**config.mk**
```make
export PLATFORM = sky130hd
export DESIGN_NAME = load_store_unit_flat
export DESIGN_NICKNAME = d
export VERILOG_FILES = /design/src/rtl/load_store_unit_if.sv /design/src/rtl/load_store_unit.sv /design/src/flat_wrapper.sv
export SDC_FILE = /design/constraint.sdc
export NUM_CORES = 1
export LEC_CHECK = 0
export ABC_AREA = 1
export CORE_MARGIN = 2
export CORE_UTILIZATION = 49
export DETAILED_ROUTE_END_ITERATION = 10
export PLACE_DENSITY_LB_ADDON = 0.15
export SLEW_MARGIN = 20
export SYNTH_ARGS = -nofsm -noshare
export SYNTH_HDL_FRONTEND = slang
export SYNTH_SLANG_ARGS = --single-unit
```
**constraint.sdc**
```tcl
create_clock -name clk -period 4.87 [get_ports clk]
set_clock_uncertainty 0.2 [all_clocks]
set_input_delay 0.974 -clock clk [delete_from_list [all_inputs] [get_ports clk]]
set_output_delay 0.974 -clock clk [all_outputs]
set_load 0.1 [all_outputs]
```
**src/rtl/load_store_unit_if.sv**
```systemverilog
// Request/response and DataMemory bus of the load/store unit.
// The slave side is the LSU; the master side is the requester plus the memory.
interface load_store_unit_if #(
  parameter int DATA_WIDTH = 32,
  parameter int ADDR_WIDTH = 8
);
  logic                    req_valid;
  logic                    req_ready;
  logic                    req_write;
  logic [1:0]              req_size;
  logic                    req_signed;
  logic [ADDR_WIDTH+1:0]   req_addr;
  logic [DATA_WIDTH-1:0]   req_wdata;
  logic                    resp_valid;
  logic [DATA_WIDTH-1:0]   resp_rdata;
  logic                    misalign_err;
  logic [ADDR_WIDTH-1:0]   mem_address;
  logic [DATA_WIDTH-1:0]   mem_writeData;
  logic                    mem_writeEnable;
  logic [DATA_WIDTH-1:0]   mem_readData;

  modport slave (
    input  req_valid, req_write, req_size, req_signed, req_addr, req_wdata, mem_readData,
    output req_ready, resp_valid, resp_rdata, misalign_err,
           mem_address, mem_writeData, mem_writeEnable
  );

  modport master (
    output req_valid, req_write, req_size, req_signed, req_addr, req_wdata, mem_readData,
    input  req_ready, resp_valid, resp_rdata, misalign_err,
           mem_address, mem_writeData, mem_writeEnable
  );
endinterface

```
**src/rtl/load_store_unit.sv**
```systemverilog
// Load/store unit: byte/half/word accesses to a word-wide DataMemory.
// Sub-word stores are done as read-modify-write; loads extract and extend.
module load_store_unit #(
  parameter int DATA_WIDTH = 32,
  parameter int ADDR_WIDTH = 8
) (
  input logic              clk,
  input logic              rst,
  load_store_unit_if.slave bus
);

  typedef enum logic [2:0] {IDLE, RD, WR, ACC, RESP} state_t;

  state_t                  state;
  state_t                  stateNext;

  logic [ADDR_WIDTH+1:0]   addrReg;
  logic [1:0]              sizeReg;
  logic                    signedReg;
  logic                    writeReg;
  logic [DATA_WIDTH-1:0]   dataReg;
  logic                    errReg;

  logic                    accept;

  // Half needs bit 0 clear, word needs both low bits clear; size 11 is never legal.
  function automatic logic isMisaligned(input logic [1:0] size, input logic [1:0] off);
    case (size)
      2'b00:   isMisaligned = 1'b0;
      2'b01:   isMisaligned = off[0];
      2'b10:   isMisaligned = (off != 2'b00);
      default: isMisaligned = 1'b1;
    endcase
  endfunction

  // Shift the addressed lane down to bit 0, then zero- or sign-extend it.
  function automatic logic [DATA_WIDTH-1:0] extractLoad(input logic [DATA_WIDTH-1:0] word,
                                                        input logic [1:0] off,
                                                        input logic [1:0] size,
                                                        input logic sgn);
    logic [DATA_WIDTH-1:0] sh;
    logic signed [7:0]     b;
    logic signed [15:0]    h;
    sh = word >> {off, 3'b000};
    b  = sh[7:0];
    h  = sh[15:0];
    case (size)
      2'b00:   extractLoad = sgn ? DATA_WIDTH'(b) : {{(DATA_WIDTH-8){1'b0}}, sh[7:0]};
      2'b01:   extractLoad = sgn ? DATA_WIDTH'(h) : {{(DATA_WIDTH-16){1'b0}}, sh[15:0]};
      default: extractLoad = word;
    endcase
  endfunction

  // Replace only the addressed lane(s) of the old word with the new store data.
  function automatic logic [DATA_WIDTH-1:0] mergeStore(input logic [DATA_WIDTH-1:0] oldWord,
                                                       input logic [DATA_WIDTH-1:0] newData,
                                                       input logic [1:0] off,
                                                       input logic [1:0] size);
    logic [DATA_WIDTH-1:0] mask;
    logic [DATA_WIDTH-1:0] shifted;
    logic [4:0]            shamt;
    shamt = (size == 2'b00) ? {off, 3'b000} : {off[1], 4'b0000};
    mask  = ((size == 2'b00) ? DATA_WIDTH'(8'hFF) : DATA_WIDTH'(16'hFFFF)) << shamt;
    shifted = newData << shamt;
    mergeStore = (oldWord & ~mask) | (shifted & mask);
  endfunction

  assign accept = (state == IDLE) && bus.req_valid;

  // State register; reset aborts any operation in flight.
  always_ff @(posedge clk) begin
    if (rst) state <= IDLE;
    else     state <= stateNext;
  end

  // Misalignment flag is captured at acceptance and reported in RESP.
  always_ff @(posedge clk) begin
    if (rst)         errReg <= 1'b0;
    else if (accept) errReg <= isMisaligned(bus.req_size, bus.req_addr[1:0]);
  end

  // Request capture, RMW merge in RD, load extraction at ACC exit.
  always_ff @(posedge clk) begin
    if (accept) begin
      addrReg   <= bus.req_addr;
      sizeReg   <= bus.req_size;
      signedReg <= bus.req_signed;
      writeReg  <= bus.req_write;
      dataReg   <= bus.req_wdata;
    end else if (state == RD) begin
      dataReg <= mergeStore(bus.mem_readData, dataReg, addrReg[1:0], sizeReg);
    end else if (state == ACC) begin
      dataReg <= extractLoad(bus.mem_readData, addrReg[1:0], sizeReg, signedReg);
    end
  end

  // Next-state and all bus outputs decoded from the current state.
  always_comb begin
    stateNext           = state;
    bus.req_ready       = 1'b0;
    bus.resp_valid      = 1'b0;
    bus.resp_rdata      = '0;
    bus.misalign_err    = 1'b0;
    bus.mem_address     = '0;
    bus.mem_writeData   = '0;
    bus.mem_writeEnable = 1'b0;
    case (state)
      IDLE: begin
        bus.req_ready = 1'b1;
        if (bus.req_valid) begin
          if (isMisaligned(bus.req_size, bus.req_addr[1:0])) stateNext = RESP;
          else if (!bus.req_write)                           stateNext = ACC;
          else if (bus.req_size == 2'b10)                    stateNext = WR;
          else                                               stateNext = RD;
        end
      end
      RD: begin
        bus.mem_address = addrReg[ADDR_WIDTH+1:2];
        stateNext       = WR;
      end
      WR: begin
        bus.mem_address     = addrReg[ADDR_WIDTH+1:2];
        bus.mem_writeData   = dataReg;
        bus.mem_writeEnable = 1'b1;
        stateNext           = RESP;
      end
      ACC: begin
        bus.mem_address = addrReg[ADDR_WIDTH+1:2];
        stateNext       = RESP;
      end
      RESP: begin
        bus.mem_address  = addrReg[ADDR_WIDTH+1:2];
        bus.resp_valid   = 1'b1;
        bus.misalign_err = errReg;
        // Stores and misaligned requests return zero data.
        if (!writeReg && !errReg) bus.resp_rdata = dataReg;
        stateNext = IDLE;
      end
      default: stateNext = IDLE;
    endcase
  end

endmodule

```
**src/flat_wrapper.sv**
```systemverilog
// flat-port wrapper written by rule: the top's interface ports become plain ports
module load_store_unit_flat 
#(
  parameter int DATA_WIDTH = 32,
  parameter int ADDR_WIDTH = 8
)
  (clk, rst, bus_req_valid, bus_req_write, bus_req_size, bus_req_signed, bus_req_addr, bus_req_wdata, bus_mem_readData, bus_req_ready, bus_resp_valid, bus_resp_rdata, bus_misalign_err, bus_mem_address, bus_mem_writeData, bus_mem_writeEnable);
  load_store_unit_if #(.DATA_WIDTH(DATA_WIDTH), .ADDR_WIDTH(ADDR_WIDTH)) bus_i ();
  input logic clk;
  input logic rst;
  input wire logic [$bits(bus_i.req_valid)-1:0] bus_req_valid;
  input wire logic [$bits(bus_i.req_write)-1:0] bus_req_write;
  input wire logic [$bits(bus_i.req_size)-1:0] bus_req_size;
  input wire logic [$bits(bus_i.req_signed)-1:0] bus_req_signed;
  input wire logic [$bits(bus_i.req_addr)-1:0] bus_req_addr;
  input wire logic [$bits(bus_i.req_wdata)-1:0] bus_req_wdata;
  input wire logic [$bits(bus_i.mem_readData)-1:0] bus_mem_readData;
  output wire logic [$bits(bus_i.req_ready)-1:0] bus_req_ready;
  output wire logic [$bits(bus_i.resp_valid)-1:0] bus_resp_valid;
  output wire logic [$bits(bus_i.resp_rdata)-1:0] bus_resp_rdata;
  output wire logic [$bits(bus_i.misalign_err)-1:0] bus_misalign_err;
  output wire logic [$bits(bus_i.mem_address)-1:0] bus_mem_address;
  output wire logic [$bits(bus_i.mem_writeData)-1:0] bus_mem_writeData;
  output wire logic [$bits(bus_i.mem_writeEnable)-1:0] bus_mem_writeEnable;
  assign bus_i.req_valid = bus_req_valid;
  assign bus_i.req_write = bus_req_write;
  assign bus_i.req_size = bus_req_size;
  assign bus_i.req_signed = bus_req_signed;
  assign bus_i.req_addr = bus_req_addr;
  assign bus_i.req_wdata = bus_req_wdata;
  assign bus_i.mem_readData = bus_mem_readData;
  assign bus_req_ready = bus_i.req_ready;
  assign bus_resp_valid = bus_i.resp_valid;
  assign bus_resp_rdata = bus_i.resp_rdata;
  assign bus_misalign_err = bus_i.misalign_err;
  assign bus_mem_address = bus_i.mem_address;
  assign bus_mem_writeData = bus_i.mem_writeData;
  assign bus_mem_writeEnable = bus_i.mem_writeEnable;
  load_store_unit #(.DATA_WIDTH(DATA_WIDTH), .ADDR_WIDTH(ADDR_WIDTH)) u_core (.clk(clk), .rst(rst), .bus(bus_i));
endmodule
```
==> qor.csv <==
metric;value;unit
min_period;3.99;ns
cell_area_after_technology_mapping;0.00422;mm^2
worstMarginPinSlew;1.07;ns
htreeDepth;2;
timing.critical_path.arrival;2.81;ns
yosysUniqueCellTypes;31;
net-switching-power;737;uW
cts_num_sinks;50;
antenna_found_initial;0;
timing.final.crit_share;81.8;%
sequentialPowerShare;37.4;%
hold_path_depth;2;
cp-start-kind;flip-flop;
power.share.combinational;46.3;%
dr_total_vias;4927;
placement.io_buffers;156;
area_delta_synth_final;36.0;%
max_freq;251;MHz
die-area;0.00937;mm^2
pnr_worst_setup_slack;0.884;ns
fp.coreArea;0.00830;mm^2
globalplace.congestion;0.954;
min_path_type;reg -> reg;
clock_root_cell;sky130_fd_sc_hd__clkbuf_8;
ys_async_sr_fraction;0;%
total_length_of_routed_wires;14800;um
drt_iter0_markers;483;
first_global_vias;4772;
initial_standard_cell_utilization_of_the_core;50.8;%
grt_first_pass_wirelength;24000;um
drt_first_pass_iters;5;
worst_setup_hold_path_clk_slew;0.10;ns
timing.setup.critical_path_class;reg -> out;
tritoncts;done;
crit_cells;3;
ff2ff_path_depth;7;
cts_resized;0;
chipHeight;96.8;um
dp_slack;1.25;ns
critical_path.max_fanout;34;
utilization_of_the_core_after_routing;69.1;%
postRouteAntennaNets;0;
critical-path-top-delay-family;buffers and inverters;
synthCells;677;
synth_ff_type;sky130_fd_sc_hd__edfxtp_1;
insertedDiodeCount;0;
design.portCount;157;
rsz0062_at_grt;false;
grt_start_max_net_pins;48;
setup_tns;0;ns
final_max_slew_viol_count;0;
cp_cell_sequence;nand2_2 > nor3_1 > clkdlybuf4s50_1;
powerDensity;278;mW/mm^2
worst_ep_required_time;3.70;ns
synth.yosys.warnings;0;
synth_nets;758;
number_of_enable_type_register_cells_in_the_synthesized_netlist;46;
worst_ir_drop_vdd;0.179;mV
core.rowCount;33;
clock_tree.buffer_depth;2;
remaining_drc_errors;0;
share_of_synthesized_area_occupied_by_flip_flops_and_latches;34.6;%
static-leakage-power;2.74;nW
power.switching_fraction;46.3;%
intPower;855;uW
maxCapViolCount;0;
drive_gt1_share;8.94;%
cts_setup_buffers;0;
flip_flop_and_latch_count_after_synthesis;50;
crit_path_top_delay_cell;sky130_fd_sc_hd__clkdlybuf4s50_1;
max-slew-margin-rel;28.7;%
share_clk_of_total_power;16.3;%
hold_viol_final;0;
cpPeakStageDelay;1.18;ns
finalSetupViolations;0;
avgViaCountPerCell;5.41;
grt_util_all_layers;31.5;%
end_kind;primary output;
worstSkewPairLatency;0.32;ns
grt_overflow;0;
worstPathBufferInverterCount;1;
cts_made_buffers;5;
width_of_the_chip;96.8;um
routedWlPerCell;16.2;um
ctsHoldBuffers;0;
run_status;finished clean;
design.final.nets;885;
detailedPlacementHpwl;11000;um
avgSynthCellArea;6.23;um^2
[logic make-up (layout without fill, tap and decap cells)]
logic type,Yosys count,after routing,share of synthesized area (%)
flip-flops,50,50,34.6
AO/OA/AOI/OAI,93,93,12.0
buffers and inverters,131,259,12.8
AND/OR/NAND/NOR,403,403,40.6
[synthesized netlist by cell type (all sizes together) (4+ instances only)]
| cell | number | area share, % |
|---|---|---|
| dfxtp | 4 | 1.9 |
| nor3 | 36 | 4.5 |
| buf | 25 | 3.3 |
| o21ai | 25 | 3.0 |
| o2111ai | 6 | 1.2 |
| nand2 | 187 | 17 |
| nand3 | 45 | 5.6 |
| nand4 | 8 | 1.2 |
| edfxtp | 46 | 33 |
| nor2 | 124 | 12 |
| inv | 91 | 8.2 |
| clkbuf | 15 | 1.3 |
| a21oi | 59 | 7.3 |
[power by group through the flow]
stage	logic (mW)	clock network, mW	registers [mW]
3_3_place_gp	0.718	0	0.602
5_1_grt	0.795	0.279	0.600
4_1_cts	0.733	0.259	0.593
6_report	0.737	0.260	0.595
3_5_place_dp	0.730	0	0.603
2_1_floorplan	0.535	0	0.577
[stage by stage]
| stage | total power [mW] | area [um^2] | std cells | hold WS, ns |
|---|---|---|---|---|
| global route | 1.68 | 5740 | 910 | 0.339 |
| CTS | 1.59 | 5730 | 910 | 0.288 |
| floorplan | 1.11 | 4220 | 677 | 0.248 |
| global placement | 1.32 | 5640 | 902 | 0.270 |
| finish | 1.59 | 5740 | 910 | 0.283 |
| detailed placement | 1.33 | 5640 | 902 | 0.271 |
[final cells by class]
cell class / count / area (um^2)
Fill cell: 726 / 2560
Multi-Input combinational cell: 496 / 2220
Timing Repair Buffer: 160 / 1490
Sequential cell: 50 / 1460
Inverter: 91 / 344
Tap cell: 105 / 131
Clock buffer: 5 / 68.8
Clock inverter: 3 / 21.3
[worst paths after layout]
path                                        start            endpoint  slack (ns)
worst max-delay path              u_core.state[2]   bus_resp_rdata[2]        0.88
worst min-delay path                u_core.errReg       u_core.errReg        0.28
worst max register to register  u_core.addrReg[0]  u_core.dataReg[12]        2.06
worst min register to register      u_core.errReg       u_core.errReg        0.28
[layout by cell type, fill, tap and decap left out]
master | netlist | routed
sky130_fd_sc_hd__nand2_1 | 183 | 182
sky130_fd_sc_hd__a21oi_1 | 58 | 58
sky130_fd_sc_hd__nand4_1 | 8 | 8
sky130_fd_sc_hd__clkinv_1 | 0 | 1
sky130_fd_sc_hd__nor2_2 | 2 | 2
sky130_fd_sc_hd__nand2_2 | 3 | 4
sky130_fd_sc_hd__o21ai_1 | 1 | 2
sky130_fd_sc_hd__nor3_4 | 1 | 1
sky130_fd_sc_hd__nand3_1 | 43 | 43
sky130_fd_sc_hd__a31oi_1 | 1 | 1
sky130_fd_sc_hd__or2_2 | 1 | 1
sky130_fd_sc_hd__o211ai_1 | 1 | 1
sky130_fd_sc_hd__inv_1 | 86 | 86
sky130_fd_sc_hd__nand3b_4 | 1 | 1
sky130_fd_sc_hd__dfxtp_1 | 4 | 4
sky130_fd_sc_hd__clkbuf_8 | 0 | 5
sky130_fd_sc_hd__a21oi_4 | 1 | 1
sky130_fd_sc_hd__nor2_1 | 120 | 120
sky130_fd_sc_hd__nand2_4 | 1 | 1
sky130_fd_sc_hd__nor4_1 | 1 | 1
sky130_fd_sc_hd__inv_2 | 4 | 4
sky130_fd_sc_hd__buf_4 | 3 | 45
sky130_fd_sc_hd__nand3_2 | 2 | 2
sky130_fd_sc_hd__nor3_1 | 35 | 35
sky130_fd_sc_hd__o21ai_0 | 24 | 23
sky130_fd_sc_hd__a211oi_1 | 1 | 1
sky130_fd_sc_hd__edfxtp_1 | 46 | 46
sky130_fd_sc_hd__inv_4 | 1 | 1
sky130_fd_sc_hd__clkdlybuf4s50_1 | 0 | 115
sky130_fd_sc_hd__o2111ai_1 | 6 | 6
sky130_fd_sc_hd__nor2_4 | 2 | 2
sky130_fd_sc_hd__clkinv_4 | 0 | 2
[layer usage]
metal | GRT usage [%] | part of all wire (%) | vias up
li1 | - | - | 2419
met1 | 40.8 | 41 | 2256
met2 | 55.6 | 50 | 235
met3 | 4.19 | 7.3 | 17
met4 | 8.34 | 1.7 | 0
met5 | 0 | 0 | -
[tightest hold or removal path: cells and delay by family, from the launching register on]
kind	cells	cell delay, ns
AOI/OAI and AO/OA	1	0.06
buffers and inverters	1	0.06
DFF	1	0.32
(Power assumes the default switching activity.)
